File: config.mk
export PLATFORM = sky130hd
export DESIGN_NAME = r4_twiddle_sched
export DESIGN_NICKNAME = d
export VERILOG_FILES = /design/src/rtl/r4_twiddle_sched.sv
export SDC_FILE = /design/constraint.sdc
export NUM_CORES = 1
export LEC_CHECK = 0
export CAP_MARGIN = 15
export CORE_AREA = 4 4 64 66
export DETAILED_ROUTE_END_ITERATION = 7
export DIE_AREA = 0 0 68 70
export GPL_ROUTABILITY_DRIVEN = 0
export PLACE_DENSITY = 0.69
export SLEW_MARGIN = 20
export SYNTH_ARGS = -nofsm -noshare
export SYNTH_HDL_FRONTEND = slang
export SYNTH_SLANG_ARGS = --single-unit
File: constraint.sdc
create_clock -name clk -period 1.75 [get_ports clk]
set_clock_uncertainty 0.1 [all_clocks]
set_input_delay 0.2625 -clock clk [delete_from_list [all_inputs] [get_ports clk]]
set_output_delay 0.2625 -clock clk [all_outputs]
set_load 0.005 [all_outputs]
File: src/rtl/r4_twiddle_sched.sv
// r4_twiddle_sched: twiddle ROM address, bypass and valid-delay scheduler for one radix-4 MDC stage
module r4_twiddle_sched #(
    parameter int N        = 64,
    parameter int L        = 64,
    parameter int MULT_LAT = 3,
    parameter int AW       = $clog2(N)
) (
    input  logic          clk,
    input  logic          rst_n,
    input  logic          start,
    input  logic          flush,
    input  logic          in_valid,
    output logic          rom_en,
    output logic [AW-1:0] tw_addr1,
    output logic [AW-1:0] tw_addr2,
    output logic [AW-1:0] tw_addr3,
    output logic [3:0]    bypass,
    output logic          out_valid,
    output logic          frame_done,
    output logic          busy
);
    localparam int D  = 1 + MULT_LAT;
    localparam int CW = (L > 4) ? $clog2(L / 4) : 1;
    localparam logic [CW-1:0] NLAST = CW'(L / 4 - 1);
    localparam logic [AW-1:0] S1 = AW'(N / L);
    localparam logic [AW-1:0] S2 = AW'(2 * (N / L));
    localparam logic [AW-1:0] S3 = AW'(3 * (N / L));

    typedef enum logic [1:0] {IDLE, RUN, DRAIN} state_t;

    state_t        state_q, state_d;
    logic [CW-1:0] n_q;
    logic [AW-1:0] acc1_q, acc2_q, acc3_q;
    logic [3:0]    bypass_q;
    logic          frame_done_q;
    logic [D-1:0]  dl_q, dl_d;
    logic          accept, last;

    assign accept     = in_valid & (state_q == RUN);
    assign last       = n_q == NLAST;
    assign dl_d       = {dl_q[D-2:0], accept};
    assign rom_en     = accept;
    assign tw_addr1   = acc1_q;
    assign tw_addr2   = acc2_q;
    assign tw_addr3   = acc3_q;
    assign bypass     = bypass_q;
    assign out_valid  = dl_q[D-1];
    assign frame_done = frame_done_q;
    assign busy       = state_q != IDLE;

    // Next state: drain ends once nothing remains in flight after this edge
    always_comb begin
        state_d = state_q;
        case (state_q)
            IDLE:    state_d = start ? RUN : IDLE;
            RUN:     state_d = flush ? DRAIN : RUN;
            DRAIN:   state_d = (dl_d == '0) ? IDLE : DRAIN;
            default: state_d = IDLE;
        endcase
    end

    // State, sample counter, per-lane accumulators, bypass flags and valid pipeline
    always_ff @(posedge clk or negedge rst_n) begin
        if (!rst_n) begin
            state_q      <= IDLE;
            n_q          <= '0;
            acc1_q       <= '0;
            acc2_q       <= '0;
            acc3_q       <= '0;
            bypass_q     <= 4'b0001;
            frame_done_q <= 1'b0;
            dl_q         <= '0;
        end else begin
            state_q      <= state_d;
            dl_q         <= dl_d;
            frame_done_q <= accept & last;
            if (state_q == IDLE && start) begin
                n_q    <= '0;
                acc1_q <= '0;
                acc2_q <= '0;
                acc3_q <= '0;
            end else if (accept) begin
                n_q    <= last ? '0 : n_q + CW'(1);
                acc1_q <= last ? '0 : acc1_q + S1;
                acc2_q <= last ? '0 : acc2_q + S2;
                acc3_q <= last ? '0 : acc3_q + S3;
            end
            if (accept)
                bypass_q <= {acc3_q == '0, acc2_q == '0, acc1_q == '0, 1'b1};
        end
    end
endmodule

=== After elaboration in Yosys (flattened, before gate mapping) ===
Index checks and enable logic that the tools add are counted.

* Shift-type cells: 0
* Multipliers: 0
* Reductions and logical operators: 8
* $lt $le $gt $ge: 0
* Div/mod/pow operators: 0
* Add/sub/neg operators: 4
* Bitwise operators: 2
* Equal/unequal tests: 3
* Multiplexer cells: 16

{| class="wikitable"
|+ Operators with widths
! operator !! number
|-
| 6-bit 2-to-1 mux || 9
|-
| 6-bit logical NOT || 3
|-
| 6-bit by 2-bit adder with 6-bit output, second input constant || 2
|-
| 4-bit 2-to-1 mux || 3
|-
| 6-bit by 1-bit adder with 6-bit output, second input constant || 1
|-
| 2-bit one-hot mux with 3 select lines || 1
|-
| 4-bit by 1-bit adder with 4-bit output, second input constant || 1
|-
| 4-bit == test, second input constant || 1
|-
| 4-bit logical NOT || 1
|-
| 2-bit 2-to-1 mux || 2
|-
| 2-bit nonzero test || 2
|-
| 1-bit AND || 2
|-
| 2-bit by 1-bit == test with 1-bit output, second input constant || 1
|-
| 2-bit == test, second input constant || 1
|-
| 2-bit logical NOT || 1
|-
| 1-bit logical AND || 1
|-
| 1-bit 2-to-1 mux || 1
|}

* Memory bits (read-only): 0
* Memories: 0
* Memory bits (writable): 0
* Output and inout bits: 26
* Register bits after elaboration: 32
* Bits in latches: 0
* Input bits: 5
* Word-level logic and storage cells: 41

=== Depth between registers and ports, before layout ===
* Depth in word-level cells: 5
* Depth in mapped cells: 6
* Gate-level depth less buffers: 5

=== Worst setup path after synthesis ===
No wires, ideal clock.

* Path kind: register to register
* Start: register acc3_q[0], in the netlist tw_addr3[0]
* End: register bypass_q[3], in the netlist bypass[3]
* Path slack: 204 ps
* Required time: 1,555 ps
* Setup time: 95 ps
* Data arrival time: 1,351 ps
* Stages on the path, launching flop included: 6
* Path through: dfrtp_1 inv_1 ha_1 inv_1 or4_1 o31ai_1

* Cells in the longest elaborated chain, start to end: 1

{| class="wikitable"
|+ Ends and longest elaborated chain
! what !! line !! source
|-
| start: declaration || 33 || <nowiki>logic [AW-1:0] acc1_q, acc2_q, acc3_q;</nowiki>
|-
| start signal: assignment || 86 || <nowiki>acc3_q <= last ? '0 : acc3_q + S3;</nowiki>
|-
| 6-bit logical NOT || 89 || <nowiki>bypass_q <= {acc3_q == '0, acc2_q == '0, acc1_q == '0, 1'b1};</nowiki>
|-
| end signal: assignment || 89 ||
|-
| end: declaration || 34 || <nowiki>logic [3:0] bypass_q;</nowiki>
|}

No other way between the ends.
A chain may end at the register's enable or synchronous reset.

=== Worst setup path in the final report ===
* Start: register acc3_q[0], in the netlist tw_addr3[0]
* End: output tw_addr3[0]

{| class="wikitable"
|+ RTL lines
! what !! line !! source
|-
| end: declaration || 16 || <nowiki>output logic [AW-1:0] tw_addr3,</nowiki>
|}

No word-level cell between the ends.

==> flow_summary.yaml <==
timing:
  period_minus_slack_ns: 1.702
  slew_viol_final: 0
  final-hold-violation-count: 0
  fin_crit_sh_pct: 97.25
  fmax_mhz: 587.6
  finalSetupViolCount: 0
  rsz0062_at_grt: "no"
cells_and_area:
  diodes: 0
  drive_gt1_share_pct: 22.87
  fin_util_pct: 56.57
  area_growth_pct: 32.73
  nNetsFinal: 197
clocking:
  cts_buffer_depth: 2
  cts_tree: "built"
  clock_latency_ns: 0.33
  cts_buffers: 5
  htreeDepth: 2
  path_clk_slew_ns: 0.11
  ctsHoldBuffers: 0
  cts_root_buffer: "clkbuf_4"
  cts.sinks: 31
route:
  drt_pre_antenna_iters: 4
  avgRoutedWirePerCell_um: 15.14
  wl_um: 3573
  drtIter0Drc: 87
  via_per_inst: 5.606
  drtAntennaViolNets: 0
  drcViolationCount: 0
  vias: 1323
critical_path:
  critPathArrivalTime_ns: 1.34
  critPathMaxStageDelay_ns: 0.50
  crit_path_end_kind: "output port"
  crit_fanout: 6
  worst_setup_path_start_kind: "flop"
  crit_chain: "buf_4, clkdlybuf4s50_1"
  critPathKind: "reg2out"
  required_ns: 1.39
  slowest_stage: "clkdlybuf4s50_1"
floorplanning:
  die_y_um: 70
  initial_core_util_pct: 42.62
  dieArea_um2: 4760
  die_w_um: 68
  coreArea_um2: 3578
  ios: 31
  rows: 22
pwr:
  power.leakage_nw: 0.9082
  finalPower_mw: 2.981
  pwr_density_cell_nw_per_um2: 1473
  ir_drop_mv: 0.8022
logic_synthesis:
  synth_cell_types: 44
  syn-num-nets: 153
  synth.top_cells.by_area: "dfrtp_1 (51%), a31oi_1 (4.5%), ha_1 (4.1%)"
  syn_area_um2: 1525
  yosysWarningCount: 0
  syn_avg_cell_area_um2: 10.67
  yosys.cell_count.top_type: "dfrtp_1"
  synth_ff_type: "dfrtp_1"
  yosys-top-cells-count: "dfrtp_1 (31), a31oi_1 (11), nand2_1 (9), nand3_1 (8)"
  yosysTopAreaCell: "dfrtp_1"
  synth_top_area_share_pct: 50.86
  syn_inst: 143
  synth_async_sr_flop_share_pct: 100.0
  synth_seq_cells: 31
  synth-edff-count: 0
  synth-seq-area-share_pct: 50.86
worst_hold_path:
  hold_class: "in2async"
grt:
  grt_max_degree: 32
  grt_use_total_pct: 16.63
  grt_pass1_vias: 1304
  antenna_found_initial: 0
  gr-total-overflow: 0
  grt_pass1_wl_um: 6127
status:
  outcome: "completed"
placement:
  dpl.hpwl_um: 2453
  portBuffers: 28
flow_run:
  cap_violations: 0
## worst max-delay path: cells and delay by family (launching register included)
family	cells	cell delay (ns)
flops	1	0.37
buf+inv	2	0.65
## cells in the final DEF, fill, tap and decap left out, types with 2 or more instances in the layout
| cell type | count |
|---|---|
| xor2_1 | 3 |
| o21a_1 | 2 |
| or2_2 | 3 |
| conb_1 | 2 |
| o21ai_0 | 7 |
| ha_1 | 5 |
| nor2_1 | 2 |
| o211ai_1 | 3 |
| dfrtp_2 | 5 |
| or4_1 | 2 |
| a31oi_1 | 11 |
| and3_1 | 2 |
| clkdlybuf4s50_1 | 26 |
| clkbuf_4 | 5 |
| o2bb2ai_1 | 3 |
| nand3_1 | 8 |
| nand2_1 | 9 |
| nand4_1 | 3 |
| o21ai_1 | 5 |
| dfrtp_1 | 26 |
| buf_4 | 16 |
| inv_1 | 7 |
| a21oi_1 | 3 |
| nand3b_1 | 4 |
## per-layer routing
| metal | track usage [%] | vias up | wire length [µm] |
|---|---|---|---|
| met5 | 0 | - | 0 |
| met4 | 5.077 | 0 | 38 |
| met3 | 4.502 | 4 | 148 |
| met2 | 26.12 | 31 | 1733 |
| met1 | 21.98 | 669 | 1652 |
| li1 | - | 619 | - |
## cell families (layout without fill, tap and decap cells)
family	after synthesis	count (layout)	synth area share (%)
AO/OA/AOI/OAI	44	44	19.52
XOR/XNOR	3	3	1.723
adder cells (fa/ha/maj)	5	5	4.102
buffers and inverters	15	60	5.414
flip-flops	31	31	50.86
multiplexers	1	1	0.9022
other	2	2	0.4924
AND/OR/NAND/NOR	42	42	16.98
## per-stage QoR
| step | setup WS [ns] | instance area [µm²] | std cells | setup TNS, ns | hold WS, ns |
|---|---|---|---|---|---|
| floorplan | 0.2036 | 1525 | 143 | 0 | -0.1331 |
| global placement | -0.04608 | 1896 | 223 | -0.05259 | 0.2531 |
| detailed placement | -0.08972 | 1896 | 223 | -0.4313 | 0.2603 |
| CTS | 0.01730 | 2004 | 234 | 0 | 0.2364 |
| global route | 0.00005618 | 2024 | 236 | 0 | 0.2435 |
| finish | 0.04805 | 2024 | 236 | 0 | 0.2204 |
## registers in the layout, summed over array words and instances, names as in the netlist
register and flops:
tw_addr2 5, tw_addr3 6, frame_done 1, bypass 3, n_q 4, dl_q 4, tw_addr1 6, state_q 2
## path summary, 6_finish.rpt
path | endpoint | depth (start not counted) | startpoint | slack (ns)
setup / recovery | tw_addr3[0] | 2 | tw_addr3[0]$_DFFE_PN0P_ | 0.05
hold / removal | n_q[3]$_DFFE_PN0P_ | 2 | rst_n | 0.22
setup reg to reg | bypass[3]$_DFFE_PN0P_ | 5 | tw_addr3[1]$_DFFE_PN0P_ | 0.11
hold reg to reg | dl_q[1]$_DFF_PN0_ | 0 | dl_q[0]$_DFF_PN0_ | 0.28
max in group asynchronous | tw_addr2[3]$_DFFE_PN0P_ | 2 | rst_n | 1.02
min in group clk | dl_q[1]$_DFF_PN0_ | 0 | dl_q[0]$_DFF_PN0_ | 0.28
## final cells by class
type	instances	area (µm²)
clock inverters	2	35.03
clock buffers	6	51.30
fillers	329	1554
multi-input cells	97	671.9
repair buffers	44	394.1
inverters	8	30.03
well taps	48	60.06
flip-flops and latches	31	782.0
## where the power goes
part | leakage, nW | total (mW) | switching, mW | internal, mW
Sequential | 0.406 | 1.15 | 0.226 | 0.926
Combinational | 0.454 | 1.24 | 0.570 | 0.672
Clock | 0.0482 | 0.588 | 0.250 | 0.338
Total | 0.908 | 2.98 | 1.05 | 1.94
## repair_timing
action / CTS / global route
setup endpoints to repair: 2 / 6
buffers inserted: 3 / 2
resized for setup: 4 / 6
endpoints found under the hold margin: 0 / 0
Power figures use the tool's default switching activity.
